[config.mk]
export PLATFORM = sky130hd
export DESIGN_NAME = quadrature_step_decoder
export DESIGN_NICKNAME = d
export VERILOG_FILES = /design/src/rtl/quad_dec_pkg.sv /design/src/rtl/quad_glitch_filter.sv /design/src/rtl/quadrature_step_decoder.sv
export SDC_FILE = /design/constraint.sdc
export NUM_CORES = 1
export LEC_CHECK = 0
export CORE_MARGIN = 2
export CORE_UTILIZATION = 50
export DETAILED_ROUTE_END_ITERATION = 8
export HOLD_SLACK_MARGIN = 0.06
export PLACE_DENSITY = 0.75
export SLEW_MARGIN = 20
export SYNTH_ARGS = -nofsm -noshare
export SYNTH_HDL_FRONTEND = slang
export SYNTH_SLANG_ARGS = --single-unit
[constraint.sdc]
create_clock -name C -period 4.5 [get_ports C]
set_clock_uncertainty 0.1 [all_clocks]
set_input_delay 0.675 -clock C [delete_from_list [all_inputs] [get_ports C]]
set_output_delay 0.675 -clock C [all_outputs]
set_load 0.03 [all_outputs]
[src/rtl/quad_dec_pkg.sv]
// ============================================================================
//  Module   : quad_dec_pkg
//  Purpose  : Shared state codes and the transition classifier for the
//             quadrature step decoder.
//  Revision : 1.0 - initial release
// ============================================================================
`default_nettype none

package quad_dec_pkg;

    // Channel pair encoded as {A,B}; the up direction walks S00->S10->S11->S01.
    localparam logic [1:0] S00 = 2'b00;
    localparam logic [1:0] S10 = 2'b10;
    localparam logic [1:0] S11 = 2'b11;
    localparam logic [1:0] S01 = 2'b01;

    typedef struct packed {
        logic valid;
        logic illegal;
        logic dir;
    } dec_t;

    function automatic dec_t next_dir(input logic [1:0] prev, input logic [1:0] cur);
        dec_t       r;
        logic [1:0] fwd;
        r = '0;
        case (prev)
            S00:     fwd = S10;
            S10:     fwd = S11;
            S11:     fwd = S01;
            default: fwd = S00;
        endcase
        if (cur == prev) begin
            r = '0;
        end else if (cur == ~prev) begin
            r.illegal = 1'b1;
        end else begin
            r.valid = 1'b1;
            r.dir   = (cur == fwd);
        end
        return r;
    endfunction

endpackage

`default_nettype wire

[src/rtl/quad_glitch_filter.sv]
// ============================================================================
//  Module   : quad_glitch_filter
//  Purpose  : Two-flop synchroniser followed by a persistence filter; the
//             output level follows the input only after FILT disagreeing samples.
//  Revision : 1.0 - initial release
// ============================================================================
`default_nettype none

module quad_glitch_filter #(
    parameter int FILT = 2
) (
    input  logic C,
    input  logic CLR,
    input  logic raw,
    output logic level
);

    localparam int             CW   = (FILT < 2) ? 1 : $clog2(FILT);
    localparam logic [CW-1:0]  LAST = CW'(FILT - 1);

    logic          sync1;
    logic          sync2;
    logic [CW-1:0] cnt;

    always_ff @(posedge C or posedge CLR) begin
        if (CLR) begin
            sync1 <= 1'b0;
            sync2 <= 1'b0;
            level <= 1'b0;
            cnt   <= '0;
        end else begin
            sync1 <= raw;
            sync2 <= sync1;
            // Any agreeing sample restarts the persistence count.
            if (sync2 == level) begin
                cnt <= '0;
            end else if (cnt == LAST) begin
                level <= sync2;
                cnt   <= '0;
            end else begin
                cnt <= cnt + CW'(1);
            end
        end
    end

endmodule

`default_nettype wire

[src/rtl/quadrature_step_decoder.sv]
// ============================================================================
//  Module   : quadrature_step_decoder
//  Purpose  : Quadrature A/B decoder producing step pulses, direction, a
//             wrapping position count and a sticky illegal-transition flag.
//             Define QUAD_INDEX_EN to add the IDX input that zeroes Q.
//  Revision : 1.0 - initial release
// ============================================================================
`default_nettype none

module quadrature_step_decoder
    import quad_dec_pkg::*;
#(
    parameter int W    = 16,
    parameter int FILT = 2
) (
    input  logic         C,
    input  logic         CLR,
    input  logic         A,
    input  logic         B,
    input  logic         cnt_en,
    input  logic         err_clr,
`ifdef QUAD_INDEX_EN
    input  logic         IDX,
`endif
    output logic         step,
    output logic         up_down,
    output logic [W-1:0] Q,
    output logic         err
);

    logic         a_f;
    logic         b_f;
    logic [1:0]   filt_ab;
    logic [1:0]   state;
    logic         init;
    dec_t         dec;
    logic         changed;
    logic         do_step;
    logic         do_err;
    logic [W-1:0] q_next;

    quad_glitch_filter #(.FILT(FILT)) u_filt_a (
        .C     (C),
        .CLR   (CLR),
        .raw   (A),
        .level (a_f)
    );

    quad_glitch_filter #(.FILT(FILT)) u_filt_b (
        .C     (C),
        .CLR   (CLR),
        .raw   (B),
        .level (b_f)
    );

    assign filt_ab = {a_f, b_f};

`ifdef QUAD_INDEX_EN
    logic idx_s1;
    logic idx_s2;
    logic idx_s3;
    logic idx_rise;

    always_ff @(posedge C or posedge CLR) begin
        if (CLR) begin
            idx_s1 <= 1'b0;
            idx_s2 <= 1'b0;
            idx_s3 <= 1'b0;
        end else begin
            idx_s1 <= IDX;
            idx_s2 <= idx_s1;
            idx_s3 <= idx_s2;
        end
    end

    assign idx_rise = idx_s2 & ~idx_s3;
`endif

    always_comb begin
        dec     = next_dir(state, filt_ab);
        changed = (filt_ab != state);
        // The first filtered update after reset only aligns the state register.
        do_step = changed && !init && dec.valid && cnt_en;
        do_err  = changed && !init && dec.illegal;
        q_next  = Q;
        if (do_step) begin
            q_next = dec.dir ? (Q + W'(1)) : (Q - W'(1));
        end
`ifdef QUAD_INDEX_EN
        if (idx_rise) begin
            q_next = '0;
        end
`endif
    end

    always_ff @(posedge C or posedge CLR) begin
        if (CLR) begin
            state   <= S00;
            init    <= 1'b1;
            step    <= 1'b0;
            up_down <= 1'b1;
            Q       <= '0;
            err     <= 1'b0;
        end else begin
            step <= do_step;
            Q    <= q_next;
            if (changed) begin
                state <= filt_ab;
                init  <= 1'b0;
            end
            if (do_step) begin
                up_down <= dec.dir;
            end
            if (do_err) begin
                err <= 1'b1;
            end else if (err_clr) begin
                err <= 1'b0;
            end
        end
    end

endmodule

`default_nettype wire

==> results of run 1 <==
-- registers in the layout, indices dropped and copies added, names as in the netlist --
register / cells
Q: 16
err: 1
init: 1
state: 2
step: 1
u_filt_a.cnt: 1
u_filt_a.level: 1
u_filt_a.sync1: 1
u_filt_a.sync2: 1
u_filt_b.cnt: 1
u_filt_b.level: 1
u_filt_b.sync1: 1
u_filt_b.sync2: 1
up_down: 1
-- logic make-up after synthesis --
logic type / after synthesis / share of synthesized area (%)
flops: 30 / 42.6
mux: 2 / 1.27
simple gates: 44 / 11.2
buf+inv: 14 / 3.54
compound gates: 57 / 20.4
xor+xnor: 20 / 9.92
fa+ha+maj: 15 / 11.0
-- cell type report --
cell class | count | area [um2] | share of cell area [%]
clock inverters | 2 | 10.0 | 0.482
clock buffers | 6 | 41.3 | 1.99
inverters | 6 | 22.5 | 1.08
multi-input cells | 138 | 951 | 45.8
flip-flops and latches | 30 | 753 | 36.3
well taps | 46 | 57.6 | 2.77
repair buffers | 24 | 240 | 11.6
-- cell usage after synthesis --
cell type,instances
and3_1,2
nand3_1,2
a211oi_1,4
nor2_2,1
xnor2_1,13
xor2_1,7
o32ai_1,1
nor2_1,9
buf_2,5
a21o_1,4
fa_1,1
buf_4,1
o21bai_1,1
nand2b_1,1
dfstp_2,2
nand4_1,3
o21ai_1,13
o21ai_2,2
ha_1,14
o221a_2,1
dfrtp_1,28
o21ai_0,9
o211ai_1,2
nand3b_2,1
nand2_1,23
inv_1,6
mux2_2,2
o31ai_1,2
o31a_2,1
a21oi_1,12
nor2b_1,1
a2111o_1,2
and2_1,1
clkbuf_1,2
o21a_1,3
-- worst reg2reg max path: stages (launching register included) --
cell      delay, ns
dfrtp_1        0.45
xnor2_1        0.18
nand2_1        0.44
ha_1           0.54
nor2b_1        0.16
o31a_2         0.31
o211ai_1       0.30
o21ai_0        0.17
xnor2_1        0.15
o21ai_1        0.07
-- metrics by stage --
stage / cells / setup slack [ns] / hold slack [ns] / utilization [%]
4_1_cts: 252 / 1.49 / 0.260 / 61.7
3_3_place_gp: 244 / 1.65 / 0.236 / 60.2
6_report: 252 / 1.48 / 0.260 / 61.7
5_1_grt: 252 / 1.22 / 0.276 / 61.7
3_5_place_dp: 244 / 1.50 / 0.236 / 60.2
2_1_floorplan: 182 / 1.96 / 0.231 / -
-- routing by layer --
layer  part of all wire [%]  GRT usage (%)  vias to the layer above
met5                      0              0                        -
met1                     47           24.2                      606
met3                    4.0           5.18                        7
li1                       -              -                      696
met4                    2.0           7.34                        0
met2                     47           29.6                       24
-- worst max path at each step --
stage | slack, ns | end | depth (start not counted) | start
final | 1.48 | Q[12]$_DFFE_PP0P_ | 9 | u_filt_b.level$_DFFE_PP0P_
after global placement | 1.65 | Q[12]$_DFFE_PP0P_ | 9 | u_filt_b.level$_DFFE_PP0P_
after CTS | 1.49 | Q[12]$_DFFE_PP0P_ | 9 | u_filt_b.level$_DFFE_PP0P_
after floorplan | 1.96 | Q[12]$_DFFE_PP0P_ | 9 | u_filt_b.level$_DFFE_PP0P_
after detailed placement | 1.50 | Q[12]$_DFFE_PP0P_ | 9 | u_filt_a.level$_DFFE_PP0P_
after global routing | 1.22 | Q[12]$_DFFE_PP0P_ | 9 | u_filt_b.level$_DFFE_PP0P_
==> results.cfg, run 1 <==
[setup_path]
cpLargestDelayFamily = compound AO/OA/AOI/OAI gates
cp.buffers_inverters = 0
end_kind = flop
reg2reg_from = u_filt_b.level$_DFFE_PP0P_
cp_common_cell = xnor2_1
rr_worst_depth = 9
worst_r2r_endpoint = Q[12]$_DFFE_PP0P_
crit_path_max_fanout = 18
crit_chain = xnor2_1, nand2_1, ha_1, nor2b_1, o31a_2, o211ai_1, o21ai_0, xnor2_1, o21ai_1
startpoint_type = flop
arrival_ns = 3.11
crit_path_max_incr_delay_ns = 0.54
r2r_setup_slack_ns = 1.48
crit_type = reg2reg
crit_required_ns = 4.59
crit_slowest_cell = ha_1

[floorplan]
die_y_um = 63.4
initial_core_util_pct = 52.5
die_width_um = 63.4
row_count = 21
io_pins = 25
die-area_mm2 = 0.00402
core-area_mm2 = 0.00336

[layout]
final_common_cell = dfrtp_1
fin_area_mm2 = 0.00208
mostFrequentLayoutCells = dfrtp_1, clkdlybuf4s50_1, nand2_1
area_delta_synth_final_pct = 17.5
final_nets = 226
final_layout_size_suffix_gt1_share_pct = 8.74
nFillCells = 309
num_antenna_cells = 0

[detailed_routing]
vias = 1333
routedWlPerCell_um = 12.8
firstDrtPassIters = 4
drt-initial-drc-count = 68
viasPerCell = 5.29
antenna_left = 0
wl_um = 3230
route.detailed.drc = 0

[placed_design]
globalplace.congestion = 0.836
dpl.hpwl_um = 2310
numPortBuffers = 24
placed_area_mm2 = 0.00202

[sta]
setup_violations = 0
finalSetupTns_ns = 0
relSlewSlack_pct = 54.0
period_minus_slack_ns = 3.02
finalHoldViolCount = 0
max_freq_mhz = 331
finalCritPeriodShare_pct = 67.1
drv_slew = 0
rsz0062_at_grt = no
worst_slew_pin_slew_ns = 0.688

[global_routing]
grt_pass1_vias = 1326
overflow = 0
antenna_found_initial = 0
grt_pass1_wl_um = 5910
grt_usage_pct = 18.7
grt_max_degree = 34

[clock_network]
clk_latency_ns = 0.34
tritoncts = built
cts_root_buf = clkbuf_4
cts_buffers = 5
clkTransAtPathRegs_ns = 0.10
cts_hold_buf = 0
postCtsSetupBuffers = 0
cts.path.max_buffers = 2
clock_sinks = 30
cts_htree_levels = 2
cts_resized = 0

[logic_synthesis]
synth_top_area_share_pct = 39.7
syn_inst = 182
synth-seq-cells = 30
synth_seq_area_share_pct = 42.6
yosys_warnings = 0
synthTopCellsByArea = dfrtp_1, ha_1, xnor2_1, nand2_1, o21ai_1
synth_cell_types = 35
avgSynthCellArea_um2 = 9.71
syn_nets = 203
netlist_area_mm2 = 0.00177
synth_area_leader_cell = dfrtp_1

[outcome]
run_status = completed

[hold_path]
min_to = u_filt_b.sync2$_DFF_PP0_
hold_class = reg2reg
hold_path_depth = 0
min_from = u_filt_b.sync1$_DFF_PP0_

[run]
maxCapViolCount = 0
Power of run 1 is left out: the tool's default activity adds up to more than one toggle a clock period on the data nets, which glitch-free logic cannot reach.
==> inputs of run 2 (changes only) <==
==> constraint.sdc (replaced) <==
create_clock -name C -period 2.8 [get_ports C]
set_clock_uncertainty 0.1 [all_clocks]
set_input_delay 0.42 -clock C [delete_from_list [all_inputs] [get_ports C]]
set_output_delay 0.42 -clock C [all_outputs]
set_load 0.03 [all_outputs]
==> results.cfg, run 2 (same netlist as run 1, synthesis figures left out) <==
[setup_path]
crit_path_max_incr_delay_ns = 0.42
crit_chain = xnor2_1, nand2_4, ha_1, nor2b_1, o31a_2, o211ai_1, o21ai_0, xnor2_1, o21ai_1
crit_required_ns = 2.93
end_kind = flop
startpoint_type = flop
r2r_setup_slack_ns = 0.14
crit_path_max_fanout = 13
crit_type = reg2reg
cp_common_cell = xnor2_1
crit_slowest_cell = dfrtp_1
arrival_ns = 2.79

[clock_network]
cts_htree_levels = 2
clock_sinks = 30
postCtsSetupBuffers = 0
clk_latency_ns = 0.34
clkTransAtPathRegs_ns = 0.10
cts.path.max_buffers = 2
cts_root_buf = clkbuf_4
cts_buffers = 5
tritoncts = built

[outcome]
run_status = completed

[global_routing]
grt_max_degree = 20
grt_usage_pct = 19.5
grt_pass1_wl_um = 6200
grt_pass1_vias = 1420
overflow = 0
antenna_found_initial = 0

[floorplan]
die-area_mm2 = 0.00402
initial_core_util_pct = 52.5
die_y_um = 63.4
die_width_um = 63.4
io_pins = 25
row_count = 21
core-area_mm2 = 0.00336

[placed_design]
dpl.hpwl_um = 2630
globalplace.congestion = 0.870
placed_area_mm2 = 0.00206
numPortBuffers = 24

[layout]
reg_top3 = Q x16, state x2
final_layout_size_suffix_gt1_share_pct = 11.4
final_nets = 231
fin_area_mm2 = 0.00213
num_antenna_cells = 0
mostFrequentLayoutCells = dfrtp_1, clkdlybuf4s50_1, nand2_1
final_common_cell = dfrtp_1
area_delta_synth_final_pct = 20.8
nFillCells = 315
largest_reg_flops = 16
regMostFlops = Q

[detailed_routing]
antenna_left = 0
routedWlPerCell_um = 14.0
viasPerCell = 5.50
wl_um = 3610
firstDrtPassIters = 4
drt-initial-drc-count = 71
vias = 1413
route.detailed.drc = 0

[sta]
fin_hold_ws_ns = 0.260
finalHoldViolCount = 0
finalCritPeriodShare_pct = 95.0
relSlewSlack_pct = 53.7
period_minus_slack_ns = 2.66
drv_slew = 0
max_freq_mhz = 376
setup_violations = 0
worst_slew_pin_slew_ns = 0.693

[run]
maxCapViolCount = 0

[hold_path]
hold_class = reg2reg
run 2: cell types whose count changed in the layout (fill, tap and decap cells not counted), sizes merged:
cell,delta
buf,+5
clkinv,-1
clkinvlp,+1
run 2: per-stage QoR:
stage               utilization (%)  setup WS (ns)  std cells  TNS [ns]
floorplan                         -          0.261        182         0
finish                         63.4          0.141        257         0
detailed placement             61.3         0.0453        249         0
global route                   63.4        -0.0189        257   -0.0264
CTS                            63.2         0.0329        257         0
global placement               61.3          0.113        249         0
run 2: worst max-delay path: cells and delay by family, from the launching register on:
kind / cells / cell delay [ns]
AOI/OAI and AO/OA: 4 / 0.88
and+or+nand+nor: 2 / 0.35
DFF: 1 / 0.42
xor gates and xnor gates: 2 / 0.43
adders and majority gates: 1 / 0.36
run 2: final timing paths:
check	depth (start not counted)	start	endpoint
worst max register to register	9	state[1]$_DFFE_PP0N_	Q[12]$_DFFE_PP0P_
min in group asynchronous	2	CLR	err$_DFFE_PP0P_
worst max-delay path	9	state[1]$_DFFE_PP0N_	Q[12]$_DFFE_PP0P_
max in group asynchronous	3	CLR	Q[1]$_DFFE_PP0P_
worst min-delay path	0	u_filt_a.sync1$_DFF_PP0_	u_filt_a.sync2$_DFF_PP0_
worst min register to register	0	u_filt_a.sync1$_DFF_PP0_	u_filt_a.sync2$_DFF_PP0_
run 2: layout make-up:
class                   instances  area (um2)  share of cell area, %
flip-flops and latches         30         753                   35.3
repair buffers                 29         278                   13.0
clock buffers                   6        51.3                   2.40
inverters                       6        22.5                   1.06
clock inverters                 2        12.5                  0.587
well taps                      46        57.6                   2.70
multi-input cells             138         958                   44.9
run 2: what timing repair did:
item | in CTS | in global routing
hold buffers | 0 | 0
endpoints found under the setup margin | 0 | 8
resized for setup | 0 | 2
run 2: routing by layer:
metal	GRT usage, %	part of all wire (%)
met5	0	0
met4	7.61	2.1
met3	5.36	4.4
met2	32.1	48
met1	24.2	45
Power of run 2 is left out for the same reason.
==> inputs of run 3 (changes only) <==
==> constraint.sdc (replaced) <==
create_clock -name C -period 2.5 [get_ports C]
set_clock_uncertainty 0.1 [all_clocks]
set_input_delay 0.375 -clock C [delete_from_list [all_inputs] [get_ports C]]
set_output_delay 0.375 -clock C [all_outputs]
set_load 0.03 [all_outputs]
==> results.cfg, run 3 (same netlist as run 1, synthesis figures left out) <==
[setup_path]
crit_path_max_fanout = 8
worst-path-stages = 9
startpoint_type = flop
crit_required_ns = 2.63
crit_slowest_cell = a2111o_1
reg2reg_from = u_filt_a.level$_DFFE_PP0P_
arrival_ns = 2.62
end_kind = flop
cpLargestDelayFamily = compound AO/OA/AOI/OAI gates
cp.buffers_inverters = 1
rr_worst_depth = 9
crit_path_max_incr_delay_ns = 0.44
crit_path_start = u_filt_a.level$_DFFE_PP0P_
crit_type = reg2reg
crit_chain = xor2_2, nand2_4, buf_4, ha_4, a2111o_1, o21ai_2, o21ai_0, xnor2_1, o21ai_1

[global_routing]
antenna_found_initial = 0
grt_pass1_vias = 1571
overflow = 0
grt_max_degree = 20
grt_pass1_wl_um = 7170
grt_usage_pct = 22.9

[sta]
period_minus_slack_ns = 2.49
finalHoldViolCount = 0
max_freq_mhz = 401
worst_slew_pin_slew_ns = 0.475
fin_hold_ws_ns = 0.242
drv_slew = 0
rsz0062_at_grt = yes
setup_violations = 0
relSlewSlack_pct = 68.3
finalCritPeriodShare_pct = 99.7

[detailed_routing]
routedWlPerCell_um = 16.2
route.detailed.drc = 0
wl_um = 4450
vias = 1533
viasPerCell = 5.59
antenna_left = 0
drt-initial-drc-count = 54
firstDrtPassIters = 4

[placed_design]
globalplace.congestion = 0.860
numPortBuffers = 24
placed_area_mm2 = 0.00212
dpl.hpwl_um = 2820

[layout]
multi_input_area_mm2 = 0.00111
area_delta_synth_final_pct = 38.1
fin_area_mm2 = 0.00244
largest_reg_flops = 16
num_antenna_cells = 0
nFillCells = 261
mostFrequentLayoutCells = dfrtp_1, clkdlybuf4s50_1, nand2_1
final_common_cell = dfrtp_1
utilization_pct = 72.5
final_layout_size_suffix_gt1_share_pct = 26.8
regArea_um2 = 754
final_nets = 248
reg_top3 = Q x16, state x2
regMostFlops = Q

[clock_network]
clk_latency_ns = 0.34
cts_htree_levels = 2
cts_hold_buf = 0
cts.path.max_buffers = 2
clkTransAtPathRegs_ns = 0.10
cts_buffers = 5
tritoncts = built
clock_sinks = 30
cts_root_buf = clkbuf_4

[floorplan]
initial_core_util_pct = 52.5
die-area_mm2 = 0.00402
die_y_um = 63.4
row_count = 21
die_width_um = 63.4
core-area_mm2 = 0.00336
io_pins = 25

[outcome]
run_status = completed

[hold_path]
hold_class = in2async

[run]
maxCapViolCount = 0
run 3: cell count changes in the layout (fill, tap and decap cells not counted), sizes merged:
cell and delta:
buf +16, bufinv +1, clkbuf +1, clkinv -1
clkinvlp -1, nand2 +1
run 3: cell type report:
cell class                 count  share of cell area [%]
inverter                       6                    1.03
tap                           46                    2.36
timing repair buffer          45                    16.8
clock inverter                 1                    1.23
multi-input combinational    139                    45.4
clock buffer                   7                    2.26
sequential                    30                    30.9
run 3: timing repair:
item,4_1_cts,5_1_grt
pin swaps,2,11
gates cloned,1,0
endpoints found under the setup margin,7,11
buffers inserted,2,6
gates resized for setup,4,26
run 3: worst reg2reg max path, delay by kind of cell, from the launching register on:
kind / cells / cell delay, ns
AO/OA/AOI/OAI: 4 / 0.90
XOR/XNOR: 2 / 0.44
adder cells (fa/ha/maj): 1 / 0.17
buffers and inverters: 1 / 0.19
flip-flops: 1 / 0.43
AND/OR/NAND/NOR: 1 / 0.16
run 3: layer usage:
| metal | track usage [%] | part of all wire [%] |
|---|---|---|
| met5 | 0 | 0 |
| met4 | 10.1 | 2.2 |
| met3 | 3.93 | 3.3 |
| met2 | 40.8 | 53 |
| met1 | 26.7 | 41 |
run 3: worst paths after layout:
check	endpoint	slack, ns
min in group C	u_filt_a.sync2$_DFF_PP0_	0.26
max reg2reg	Q[9]$_DFFE_PP0P_	0.007
min	u_filt_b.sync2$_DFF_PP0_	0.24
max	Q[9]$_DFFE_PP0P_	0.007
max in group asynchronous	Q[8]$_DFFE_PP0P_	1.52
min reg2reg	u_filt_a.sync2$_DFF_PP0_	0.26
run 3: per-stage QoR:
stage | cells | worst slack (ns) | TNS (ns)
floorplan | 182 | 0.0855 | 0
global placement | 257 | -0.0562 | -0.105
detailed placement | 257 | -0.145 | -0.428
CTS | 268 | 0.00884 | 0
global route | 274 | -0.174 | -0.866
finish | 274 | 0.00717 | 0
Power of run 3 is left out for the same reason.
